## config.mk

```make
export PLATFORM = sky130hd
export DESIGN_NAME = mole_sequencer_flat
export DESIGN_NICKNAME = d
export VERILOG_FILES = /design/src/rtl/mole_pkg.sv /design/src/rtl/mole_sequencer_if.sv /design/src/rtl/mole_lfsr.sv /design/src/rtl/mole_sequencer.sv /design/src/flat_wrapper.sv
export SDC_FILE = /design/constraint.sdc
export NUM_CORES = 1
export LEC_CHECK = 0
export BUFFER_PORTS_ARGS = -buffer_cell sky130_fd_sc_hd__clkbuf_2
export CAP_MARGIN = 0
export CORE_ASPECT_RATIO = 1.2
export CORE_MARGIN = 5
export CORE_UTILIZATION = 50
export CTS_BUF_LIST = sky130_fd_sc_hd__clkbuf_2
export DETAILED_ROUTE_END_ITERATION = 6
export PLACE_DENSITY = 0.79
export REMOVE_ABC_BUFFERS = 1
export SLEW_MARGIN = 40
export SYNTH_ARGS = -nofsm -noshare
export SYNTH_HDL_FRONTEND = slang
export SYNTH_SLANG_ARGS = --single-unit
```

## constraint.sdc

```tcl
create_clock -name clock_i -period 5.8 [get_ports clock_i]
set_input_delay 0 -clock clock_i [delete_from_list [all_inputs] [get_ports clock_i]]
set_output_delay 0 -clock clock_i [all_outputs]
set_load 0.05 [all_outputs]
```

## src/rtl/mole_pkg.sv

```systemverilog
`default_nettype none
// +-----------------------------------------------------------------------+
// | mole_pkg: shared types and constants for the whack-a-mole sequencer   |
// | Rev 1.0                                                               |
// +-----------------------------------------------------------------------+
package mole_pkg;

  typedef enum logic [2:0] {
    IDLE = 3'd0,
    PICK = 3'd1,
    UP   = 3'd2,
    GAP  = 3'd3,
    DONE = 3'd4
  } state_t;

  localparam int          MOLE_COUNT = 16;
  localparam logic [15:0] LFSR_TAPS  = 16'hB400;
  localparam int          CNT_W      = 8;

  function automatic logic [CNT_W-1:0] sat_inc(input logic [CNT_W-1:0] v);
    return (v == '1) ? v : v + 1'b1;
  endfunction

endpackage
`default_nettype wire

```

## src/rtl/mole_sequencer_if.sv

```systemverilog
`default_nettype none
// +-----------------------------------------------------------------------+
// | mole_sequencer_if: control inputs and game-status outputs             |
// | Rev 1.0                                                               |
// +-----------------------------------------------------------------------+
interface mole_sequencer_if;
  import mole_pkg::*;

  logic                  start_i;
  logic                  tick_i;
  logic                  whacked_i;
  logic [MOLE_COUNT-1:0] mole_o;
  logic [CNT_W-1:0]      score_o;
  logic [CNT_W-1:0]      misses_o;
  logic [CNT_W-1:0]      round_o;
  logic                  busy_o;
  logic                  done_o;

  modport master (
    output start_i, tick_i, whacked_i,
    input  mole_o, score_o, misses_o, round_o, busy_o, done_o
  );

  modport slave (
    input  start_i, tick_i, whacked_i,
    output mole_o, score_o, misses_o, round_o, busy_o, done_o
  );
endinterface
`default_nettype wire

```

## src/rtl/mole_lfsr.sv

```systemverilog
`default_nettype none
// +-----------------------------------------------------------------------+
// | mole_lfsr: free-running 16-bit Galois LFSR, right-shifting            |
// | Rev 1.0                                                               |
// +-----------------------------------------------------------------------+
module mole_lfsr
  import mole_pkg::*;
#(
  parameter logic [15:0] SEED = 16'hACE1
) (
  input  logic        clock_i,
  input  logic        reset_i,
  output logic [15:0] lfsr_o
);

  logic [15:0] r_lfsr;

  always_ff @(posedge clock_i) begin
    if (reset_i) begin
      r_lfsr <= SEED;
    end else begin
      r_lfsr <= {1'b0, r_lfsr[15:1]} ^ (r_lfsr[0] ? LFSR_TAPS : 16'h0000);
    end
  end

  assign lfsr_o = r_lfsr;

endmodule
`default_nettype wire

```

## src/rtl/mole_sequencer.sv

```systemverilog
`default_nettype none
// +-----------------------------------------------------------------------+
// | mole_sequencer: picks holes, times moles, scores hits/misses/rounds   |
// | Rev 1.0                                                               |
// +-----------------------------------------------------------------------+
module mole_sequencer
  import mole_pkg::*;
#(
  parameter int          MOLE_TICKS = 50,
  parameter int          GAP_TICKS  = 10,
  parameter int          ROUNDS     = 30,
  parameter logic [15:0] LFSR_SEED  = 16'hACE1
) (
  input  logic             clock_i,
  input  logic             reset_i,
  mole_sequencer_if.slave  bus
);

  localparam logic [CNT_W-1:0]      c_mole_ticks = CNT_W'(MOLE_TICKS);
  localparam logic [CNT_W-1:0]      c_gap_ticks  = CNT_W'(GAP_TICKS);
  localparam logic [CNT_W-1:0]      c_rounds     = CNT_W'(ROUNDS);
  localparam logic [MOLE_COUNT-1:0] c_one        = {{(MOLE_COUNT-1){1'b0}}, 1'b1};

  state_t                r_state,    w_state_next;
  logic [CNT_W-1:0]      r_timer,    w_timer_next;
  logic [3:0]            r_last_idx, w_last_idx_next;
  logic [MOLE_COUNT-1:0] r_mole,     w_mole_next;
  logic [CNT_W-1:0]      r_score,    w_score_next;
  logic [CNT_W-1:0]      r_misses,   w_misses_next;
  logic [CNT_W-1:0]      r_round,    w_round_next;
  logic                  r_busy,     w_busy_next;
  logic                  r_done,     w_done_next;
  logic [15:0]           w_lfsr;
  logic [3:0]            w_pick_idx;

  mole_lfsr #(.SEED(LFSR_SEED)) u_lfsr (
    .clock_i (clock_i),
    .reset_i (reset_i),
    .lfsr_o  (w_lfsr)
  );

  // Bump to the neighbouring hole so the same hole never shows twice in a row
  always_comb begin
    w_pick_idx = w_lfsr[3:0];
    if (w_pick_idx == r_last_idx) begin
      w_pick_idx = w_pick_idx + 4'd1;
    end
  end

  always_ff @(posedge clock_i) begin
    if (reset_i) begin
      r_state    <= IDLE;
      r_timer    <= '0;
      r_last_idx <= '0;
      r_mole     <= '0;
      r_score    <= '0;
      r_misses   <= '0;
      r_round    <= '0;
      r_busy     <= 1'b0;
      r_done     <= 1'b0;
    end else begin
      r_state    <= w_state_next;
      r_timer    <= w_timer_next;
      r_last_idx <= w_last_idx_next;
      r_mole     <= w_mole_next;
      r_score    <= w_score_next;
      r_misses   <= w_misses_next;
      r_round    <= w_round_next;
      r_busy     <= w_busy_next;
      r_done     <= w_done_next;
    end
  end

  always_comb begin
    w_state_next    = r_state;
    w_timer_next    = r_timer;
    w_last_idx_next = r_last_idx;
    w_mole_next     = r_mole;
    w_score_next    = r_score;
    w_misses_next   = r_misses;
    w_round_next    = r_round;

    unique case (r_state)
      IDLE, DONE: begin
        w_mole_next = '0;
        if (bus.start_i) begin
          w_score_next  = '0;
          w_misses_next = '0;
          w_round_next  = '0;
          w_state_next  = PICK;
        end
      end
      PICK: begin
        w_mole_next     = c_one << w_pick_idx;
        w_last_idx_next = w_pick_idx;
        w_round_next    = r_round + 1'b1;
        w_timer_next    = c_mole_ticks;
        w_state_next    = UP;
      end
      UP: begin
        // A hit outranks a timeout landing in the same cycle
        if (bus.whacked_i) begin
          w_score_next = sat_inc(r_score);
          w_mole_next  = '0;
          w_timer_next = c_gap_ticks;
          w_state_next = GAP;
        end else if (bus.tick_i) begin
          w_timer_next = r_timer - 1'b1;
          if (r_timer == 8'd1) begin
            w_misses_next = sat_inc(r_misses);
            w_mole_next   = '0;
            w_timer_next  = c_gap_ticks;
            w_state_next  = GAP;
          end
        end
      end
      GAP: begin
        w_mole_next = '0;
        if (bus.tick_i) begin
          w_timer_next = r_timer - 1'b1;
          if (r_timer == 8'd1) begin
            w_state_next = (r_round == c_rounds) ? DONE : PICK;
          end
        end
      end
      default: begin
        w_mole_next  = '0;
        w_state_next = IDLE;
      end
    endcase

    w_busy_next = (w_state_next == PICK) || (w_state_next == UP) || (w_state_next == GAP);
    w_done_next = (w_state_next == DONE);
  end

  always_ff @(posedge clock_i) begin
    if (!reset_i) begin
      assert ($onehot0(r_mole));
    end
  end

  assign bus.mole_o   = r_mole;
  assign bus.score_o  = r_score;
  assign bus.misses_o = r_misses;
  assign bus.round_o  = r_round;
  assign bus.busy_o   = r_busy;
  assign bus.done_o   = r_done;

endmodule
`default_nettype wire

```

## src/flat_wrapper.sv

```systemverilog
// flat-port wrapper written by rule: the top's interface ports become plain ports
module mole_sequencer_flat import mole_pkg::*;
#(
  parameter int          MOLE_TICKS = 50,
  parameter int          GAP_TICKS  = 10,
  parameter int          ROUNDS     = 30,
  parameter logic [15:0] LFSR_SEED  = 16'hACE1
)
  (clock_i, reset_i, bus_start_i, bus_tick_i, bus_whacked_i, bus_mole_o, bus_score_o, bus_misses_o, bus_round_o, bus_busy_o, bus_done_o);
  mole_sequencer_if bus_i ();
  input  logic clock_i;
  input  logic reset_i;
  input wire logic [$bits(bus_i.start_i)-1:0] bus_start_i;
  input wire logic [$bits(bus_i.tick_i)-1:0] bus_tick_i;
  input wire logic [$bits(bus_i.whacked_i)-1:0] bus_whacked_i;
  output wire logic [$bits(bus_i.mole_o)-1:0] bus_mole_o;
  output wire logic [$bits(bus_i.score_o)-1:0] bus_score_o;
  output wire logic [$bits(bus_i.misses_o)-1:0] bus_misses_o;
  output wire logic [$bits(bus_i.round_o)-1:0] bus_round_o;
  output wire logic [$bits(bus_i.busy_o)-1:0] bus_busy_o;
  output wire logic [$bits(bus_i.done_o)-1:0] bus_done_o;
  assign bus_i.start_i = bus_start_i;
  assign bus_i.tick_i = bus_tick_i;
  assign bus_i.whacked_i = bus_whacked_i;
  assign bus_mole_o = bus_i.mole_o;
  assign bus_score_o = bus_i.score_o;
  assign bus_misses_o = bus_i.misses_o;
  assign bus_round_o = bus_i.round_o;
  assign bus_busy_o = bus_i.busy_o;
  assign bus_done_o = bus_i.done_o;
  mole_sequencer #(.MOLE_TICKS(MOLE_TICKS), .GAP_TICKS(GAP_TICKS), .ROUNDS(ROUNDS), .LFSR_SEED(LFSR_SEED)) u_core (.clock_i(clock_i), .reset_i(reset_i), .bus(bus_i));
endmodule
```

==> flow_summary_export.csv, run 1 <==
group,metric,value,unit
clock_tree,clkTransAtPathRegs,0.21,ns
logic_synthesis,synthArstFlopShare,0,%
clock_tree,cts-resized-gates,0,
logic_synthesis,yosys.area_share.simple,25.70,%
sta,max_freq,432.4,MHz
logic_synthesis,syn_inst,384,
logic_synthesis,synth_top_area_share,43.37,%
sta,min_period,2.312,ns
logic_synthesis,synth_ff_type,"dfxtp_1",
critical_path,cp-start-kind,"flop",
sta,finalSetupViolCount,0,
route,viasPerCell,5.626,
logic_synthesis,seq_area_frac_synth,43.37,%
clock_tree,h-tree-depth,3,
hold_path,min_to,"u_core.r_timer[3]$_SDFFE_PP0P_",
critical_path,arrival,2.68,ns
final_layout,antenna_cells,0,
hold_path,min_from,"reset_i",
logic_synthesis,synth_area,0.003369,mm2
clock_tree,cts_tree,"built",
logic_synthesis,synth_top_area_cell,"dfxtp_1",
critical_path,reg2reg_setup_slack,3.49,ns
pwr,p_total,0.0009385,W
critical_path,rr_worst_depth,5,
sta,worstMarginPinSlew,0.7421,ns
sta,slew_violations,0,
global_routing,gr-total-overflow,0,
route,vias,2886,
floorplan,core_area,0.006486,mm2
logic_synthesis,muxShareOfSynthArea,3.082,%
floorplan,die-area,0.008488,mm2
final_layout,final_area,0.003757,mm2
critical_path,required,6.17,ns
placed_design,preCtsSetupSlack,3.526,ns
critical_path,worst-setup-path-type,"flop to flop",
sta,finalWorstSetupSlack,3.488,ns
floorplan,die_w,84.94,um
placed_design,dpl-instance-area,0.003630,mm2
clock_tree,cts_buffer_depth,2,
pwr,peakVddDrop,0.1622,mV
logic_synthesis,synth_compound_area_share,16.93,%
route,first_iter_violations,206,
global_routing,antenna_found_initial,0,
critical_path,cp_max_fo,14,
sta,clock_skew,0.03568,ns
critical_path,r2r-end,"u_core.bus.mole_o[11]$_SDFFE_PP0P_",
final_layout,area_growth,11.51,%
pwr,cellPowerDensity,249.8,mW/mm2
final_layout,postLayoutCoreUtil,57.93,%
global_routing,track_usage,17.77,%
route,wl_per_cell,14.11,um
floorplan,start_util,51.95,%
floorplan,ios,47,
global_routing,grt_pass1_wl,12.56,mm
route,drt-total-wl,7.240,mm
outcome,status,"finished clean",
sta,rsz0062_at_grt,"no",
floorplan,die_h,99.93,um
flow_run,drv_cap,0,
clock_tree,root_buffer,"clkbuf_2",
logic_synthesis,synth_cell_type_count,54,
pwr,total_leakage_power,1.462,nW
route,drc,0,
logic_synthesis,synth-xor-area-share,4.902,%
sta,hold_viol_final,0,
critical_path,worstSetupEndpointType,"flop",
clock_tree,clkSinkCount,73,
logic_synthesis,synthAdderAreaFrac,2.599,%
hold_path,hold_path.class,"primary input to flop",
logic_synthesis,synth_top_family_by_area,"simple AND/OR/NAND/NOR gates",
clock_tree,numCtsBuffers,9,
logic_synthesis,synth.area.top_cells,"dfxtp_1 43%, nor2_1 5.0%, nand2_1 3.6%",
hold_path,holdPathStages,3,
sta,slew_headroom,50.07,%
logic_synthesis,synth-seq-cells,73,
global_routing,grt_pass1_vias,2872,
route,first_pass_iters,4,
placed_design,hpwlAfterDp,5.030,mm
sta,fin_tns_setup,0,ns
logic_synthesis,synth_edf_count,0,
placed_design,gp_congestion,0.8460,
critical_path,r2r_start,"u_core.u_lfsr.lfsr_o[2]$_SDFF_PP0_",
final_layout,nets,436,
global_routing,grt_max_degree,55,
logic_synthesis,synth_area_per_cell,8.775,um2
sta,finalCritPeriodShare,39.87,%
final_layout,drive_gt1_share,19.16,%
placed_design,io_buffers,46,
logic_synthesis,yosysWarnings,0,
floorplan,fp-row-count,32,
clock_tree,clk_latency,0.51,ns
route,drtAntennaViolNets,0,
final_layout,nFillCells,605,
cells by family (layout without fill, tap and decap cells):
kind of cell	count (synthesis)	after routing
buffers and inverters	26	70
AOI/OAI and AO/OA	85	85
adders and majority gates	7	7
DFF	73	73
xor gates and xnor gates	18	18
muxes	10	10
and+or+nand+nor	165	165
worst max-delay path: stages (launching register included):
cell	delay, ns
dfxtp_1	0.63
xor2_1	0.16
nor4_1	0.68
nand2_1	0.26
mux2i_1	0.31
o21ai_0	0.13
worst max path at each step:
| stage | to | cells after the start | startpoint |
|---|---|---|---|
| CTS | u_core.bus.mole_o[11]$_SDFFE_PP0P_ | 5 | u_core.u_lfsr.lfsr_o[3]$_SDFF_PP0_ |
| global placement | u_core.bus.round_o[6]$_SDFFE_PP0P_ | 5 | u_core.r_state[0]$_SDFF_PP0_ |
| finish | u_core.bus.mole_o[11]$_SDFFE_PP0P_ | 5 | u_core.u_lfsr.lfsr_o[2]$_SDFF_PP0_ |
| floorplan | u_core.bus.mole_o[5]$_SDFFE_PP0P_ | 5 | u_core.u_lfsr.lfsr_o[3]$_SDFF_PP0_ |
| global route | u_core.bus.mole_o[11]$_SDFFE_PP0P_ | 5 | u_core.u_lfsr.lfsr_o[3]$_SDFF_PP0_ |
| detailed placement | u_core.bus.mole_o[11]$_SDFFE_PP0P_ | 5 | u_core.u_lfsr.lfsr_o[3]$_SDFF_PP0_ |
synthesized netlist by cell type (6+ instances only):
cell,instances
dfxtp_1,73
nor2_1,45
nand2_1,32
a21oi_1,23
o21ai_0,19
nand3_1,17
clkbuf_1,13
nor2b_1,13
xnor2_1,12
nand4_1,9
a211oi_1,8
ha_1,7
mux2i_1,7
a31oi_1,6
and3_1,6
or2_2,6
report_power, final:
part	switching [W]	internal [W]	leakage (nW)
clock	0.000170	0.0000950	0.0666
combinational	0.0000861	0.0000472	0.800
sequential	0.0000195	0.000521	0.595
flip-flops by register name, indices dropped and copies added, names as in the netlist:
| name | cells |
|---|---|
| u_core.bus.mole_o | 16 |
| u_core.u_lfsr.lfsr_o | 16 |
| u_core.bus.misses_o | 8 |
| u_core.bus.round_o | 8 |
| u_core.bus.score_o | 8 |
| u_core.r_timer | 8 |
| u_core.r_last_idx | 4 |
| u_core.r_state | 3 |
| u_core.bus.busy_o | 1 |
| u_core.bus.done_o | 1 |
cell type report:
| class | instances | area [um2] | area share (%) |
|---|---|---|---|
| Multi-Input combinational cell | 285 | 1805 | 48.05 |
| Clock inverter | 5 | 47.55 | 1.265 |
| Timing Repair Buffer | 50 | 267.8 | 7.126 |
| Inverter | 5 | 18.77 | 0.4995 |
| Tap cell | 85 | 106.4 | 2.831 |
| Clock buffer | 10 | 50.05 | 1.332 |
| Sequential cell | 73 | 1461 | 38.89 |
routing by layer:
| layer | wire length [um] | vias up | global-route usage (%) |
|---|---|---|---|
| li1 | - | 1450 | - |
| met3 | 296 | 10 | 5.172 |
| met1 | 3146 | 1382 | 20.37 |
| met5 | 0 | - | 0 |
| met2 | 3720 | 44 | 31.40 |
| met4 | 77 | 0 | 6.090 |
placed cells by master (no fill, tap or decap), drive strengths merged, types with 7 or more instances in the layout:
master,netlist,final
mux2i,7,7
xnor2,12,12
nor2b,13,13
o21ai,19,19
a31oi,7,7
nand4,9,9
dfxtp,73,73
a21oi,23,23
clkbuf,13,56
o31ai,7,7
ha,7,7
nor2,45,45
a211oi,9,9
nand2,32,32
nand3,17,17
through the flow:
stage          cells  hold slack [ns]
6_report         513          0.02326
5_1_grt          513          0.02670
4_1_cts          513          0.01432
3_5_place_dp     495           0.3981
3_3_place_gp     495           0.3930
2_1_floorplan    363          0.06465
repair_timing:
item / in CTS / in global routing
hold buffers: 3 / 0
endpoints found under the hold margin: 7 / 0
setup endpoints to repair: 0 / 0
setup buffers: 0 / 0
Power figures use the tool's default switching activity.
==> inputs of run 2 (changes only) <==
--- a/config.mk
+++ b/config.mk
@@ -5,6 +5,7 @@
 export SDC_FILE = /design/constraint.sdc
 export NUM_CORES = 1
 export LEC_CHECK = 0
+export ABC_AREA = 1
 export BUFFER_PORTS_ARGS = -buffer_cell sky130_fd_sc_hd__clkbuf_2
 export CAP_MARGIN = 0
 export CORE_ASPECT_RATIO = 1.2
==> constraint.sdc (replaced) <==
create_clock -name clock_i -period 2.34 [get_ports clock_i]
set_input_delay 0 -clock clock_i [delete_from_list [all_inputs] [get_ports clock_i]]
set_output_delay 0 -clock clock_i [all_outputs]
set_load 0.05 [all_outputs]
==> flow_summary_export.csv, run 2 <==
group,metric,value,unit
logic_synthesis,synth_area_per_cell,7.536,um2
critical_path,worst-setup-path-type,"flop to flop",
critical_path,arrival,2.55,ns
placed_design,io_buffers,46,
floorplan,die-area,0.008908,mm2
logic_synthesis,seq_area_frac_synth,41.08,%
route,viasPerCell,5.097,
pwr,cellPowerDensity,691.8,mW/mm2
route,drt-total-wl,7.638,mm
route,vias,3145,
logic_synthesis,synth.area.top_cells,"dfxtp_1 41%, nand2_1 9.0%, a21oi_1 5.9%",
final_layout,final_cell_mix,"85 x nand2_1, 73 x dfxtp_1, 56 x clkbuf_2, 55 x nor2_1, 48 x inv_1",
logic_synthesis,synth_top_area_share,41.08,%
logic_synthesis,synthArstFlopShare,0,%
sta,min_period,2.066,ns
global_routing,gr-total-overflow,0,
global_routing,grt_pass1_wl,13.13,mm
clock_tree,cts_setup_buffers,0,
pwr,total_leakage_power,1.723,nW
critical_path,r2r_start,"u_core.r_timer[1]$_SDFFE_PP0P_",
floorplan,ios,47,
critical_path,crit_slowest_cell,"dlygate4sd3_1",
route,drc,0,
placed_design,preCtsSetupSlack,0.4736,ns
route,first_iter_violations,134,
critical_path,cp_num_buf_inv,2,
floorplan,core_area,0.006895,mm2
clock_tree,root_buffer,"clkbuf_2",
sta,fin_tns_setup,0,ns
global_routing,grt_max_degree,31,
sta,rsz0062_at_grt,"no",
sta,clock_skew,0.03539,ns
sta,slew_violations,0,
sta,finalWorstSetupSlack,0.2737,ns
route,first_pass_iters,5,
critical_path,crit_family,"simple AND/OR/NAND/NOR gates",
critical_path,required,2.82,ns
clock_tree,clkSinkCount,73,
critical_path,worstSetupEndpointType,"flop",
critical_path,r2r-end,"u_core.r_state[0]$_SDFF_PP0_",
sta,slew_headroom,70.12,%
critical_path,crit_path_end,"u_core.r_state[0]$_SDFF_PP0_",
pwr,peakVddDrop,0.4642,mV
final_layout,antenna_cells,0,
global_routing,use_met2,31.33,%
logic_synthesis,syn_inst,472,
floorplan,fp-row-count,33,
critical_path,crit_path_cell_trace,"inv_1, ha_1, nand2_1, nor2_1, nand2_1, nand3_1, nand3_1, a21oi_1, dlygate4sd3_1",
critical_path,cp_max_fo,5,
sta,finalSetupViolCount,0,
critical_path,path_depth,9,
critical_path,slowest_delay,0.56,ns
clock_tree,cts_tree,"built",
logic_synthesis,synth-seq-cells,73,
logic_synthesis,synth_area,0.003557,mm2
sta,max_freq,484.0,MHz
global_routing,grt.busiest_layer,"met2",
final_layout,area_growth,14.39,%
critical_path,cp-start-kind,"flop",
floorplan,die_h,102.4,um
placed_design,gp_congestion,0.8336,
logic_synthesis,yosysWarnings,0,
logic_synthesis,synth_cell_type_count,37,
placed_design,hpwlAfterDp,5.480,mm
critical_path,cp-startpoint,"u_core.r_timer[1]$_SDFFE_PP0P_",
outcome,status,"finished clean",
route,drtAntennaViolNets,0,
clock_tree,hold_buffers,5,
clock_tree,clkTransAtPathRegs,0.24,ns
global_routing,track_usage,18.20,%
logic_synthesis,synth_ff_type,"dfxtp_1",
global_routing,use_met1,21.92,%
critical_path,reg2reg_setup_slack,0.27,ns
sta,hold_viol_final,0,
floorplan,die_w,87.00,um
logic_synthesis,synth.most_common_cell,"nand2_1",
critical_path,rr_worst_depth,9,
clock_tree,cts-resized-gates,0,
logic_synthesis,ys_top_cells_by_count,"85 x nand2_1, 73 x dfxtp_1, 55 x nor2_1, 48 x inv_1, 42 x a21oi_1",
logic_synthesis,synth_edf_count,0,
clock_tree,h-tree-depth,3,
hold_path,hold_path.class,"primary input to flop",
clock_tree,cts_buffer_depth,2,
flow_run,drv_cap,0,
final_layout,final_common_cell,"nand2_1",
global_routing,antenna_found_initial,0,
clock_tree,clk_latency,0.53,ns
sta,worstMarginPinSlew,0.4482,ns
floorplan,start_util,51.59,%
final_layout,nFillCells,600,
route,wl_per_cell,12.38,um
global_routing,grt_pass1_vias,2996,
final_layout,nets,537,
sta,finalCritPeriodShare,88.30,%
logic_synthesis,synth_top_area_cell,"dfxtp_1",
final_layout,drive_gt1_share,23.77,%
clock_tree,numCtsBuffers,9,
global_routing,grt_util_met3,3.710,%
## run 2: cell type report
cell class / instances / area [um2] / area share, %
Sequential cell: 73 / 1461 / 35.92
Clock inverter: 6 / 115.1 / 2.829
Timing Repair Buffer: 53 / 295.3 / 7.257
Tap cell: 87 / 108.9 / 2.675
Multi-Input combinational cell: 330 / 1817 / 44.65
Clock buffer: 10 / 50.05 / 1.230
Inverter: 58 / 221.5 / 5.443
## run 2: worst min-delay path by stage
stage	from	endpoint	slack, ns	depth (start not counted)
2_1_floorplan	reset_i	u_core.bus.mole_o[12]$_SDFFE_PP0P_	0.06	1
3_3_place_gp	reset_i	u_core.u_lfsr.lfsr_o[3]$_SDFF_PP0_	0.23	2
3_5_place_dp	reset_i	u_core.u_lfsr.lfsr_o[3]$_SDFF_PP0_	0.23	2
4_1_cts	reset_i	u_core.u_lfsr.lfsr_o[3]$_SDFF_PP0_	0.16	3
5_1_grt	reset_i	u_core.u_lfsr.lfsr_o[3]$_SDFF_PP0_	0.19	3
6_report	reset_i	u_core.u_lfsr.lfsr_o[3]$_SDFF_PP0_	0.20	3
## run 2: cells by family (layout without fill, tap and decap cells)
group           count (synthesis)  after routing  share of synthesized area [%]
simple gates                  233            233                          32.68
buf+inv                        69            127                          7.844
xor+xnor                       14             14                          3.447
compound gates                 76             76                          12.49
flops                          73             73                          41.08
fa+ha+maj                       7              7                          2.462
## run 2: layer usage
layer / wire (um) / vias to the layer above
li1: - / 1625
met1: 3427 / 1447
met2: 3769 / 63
met3: 335 / 10
met4: 106 / 0
met5: 0 / -
## run 2: per-stage QoR
stage / instances / util, % / power (W) / hold slack, ns / area (um2)
2_1_floorplan: 461 / - / 0.001769 / 0.06244 / 3500
3_3_place_gp: 596 / 55.89 / 0.001878 / 0.2345 / 3854
3_5_place_dp: 596 / 55.89 / 0.001886 / 0.2338 / 3854
4_1_cts: 617 / 59.01 / 0.002827 / 0.1616 / 4069
5_1_grt: 617 / 59.01 / 0.002948 / 0.1869 / 4069
6_report: 617 / 59.01 / 0.002815 / 0.1993 / 4069
## run 2: where the power goes
group	internal (W)	switching, W	leakage [nW]
clock network	0.000470	0.000474	0.0927
logic	0.000162	0.000365	1.03
registers	0.00130	0.0000456	0.595
total	0.00193	0.000884	1.72
## run 2: worst min-delay path, cell delays in order
cell and delay, ns:
dlygate4sd3_1 0.52, clkbuf_2 0.15, nor2_1 0.06
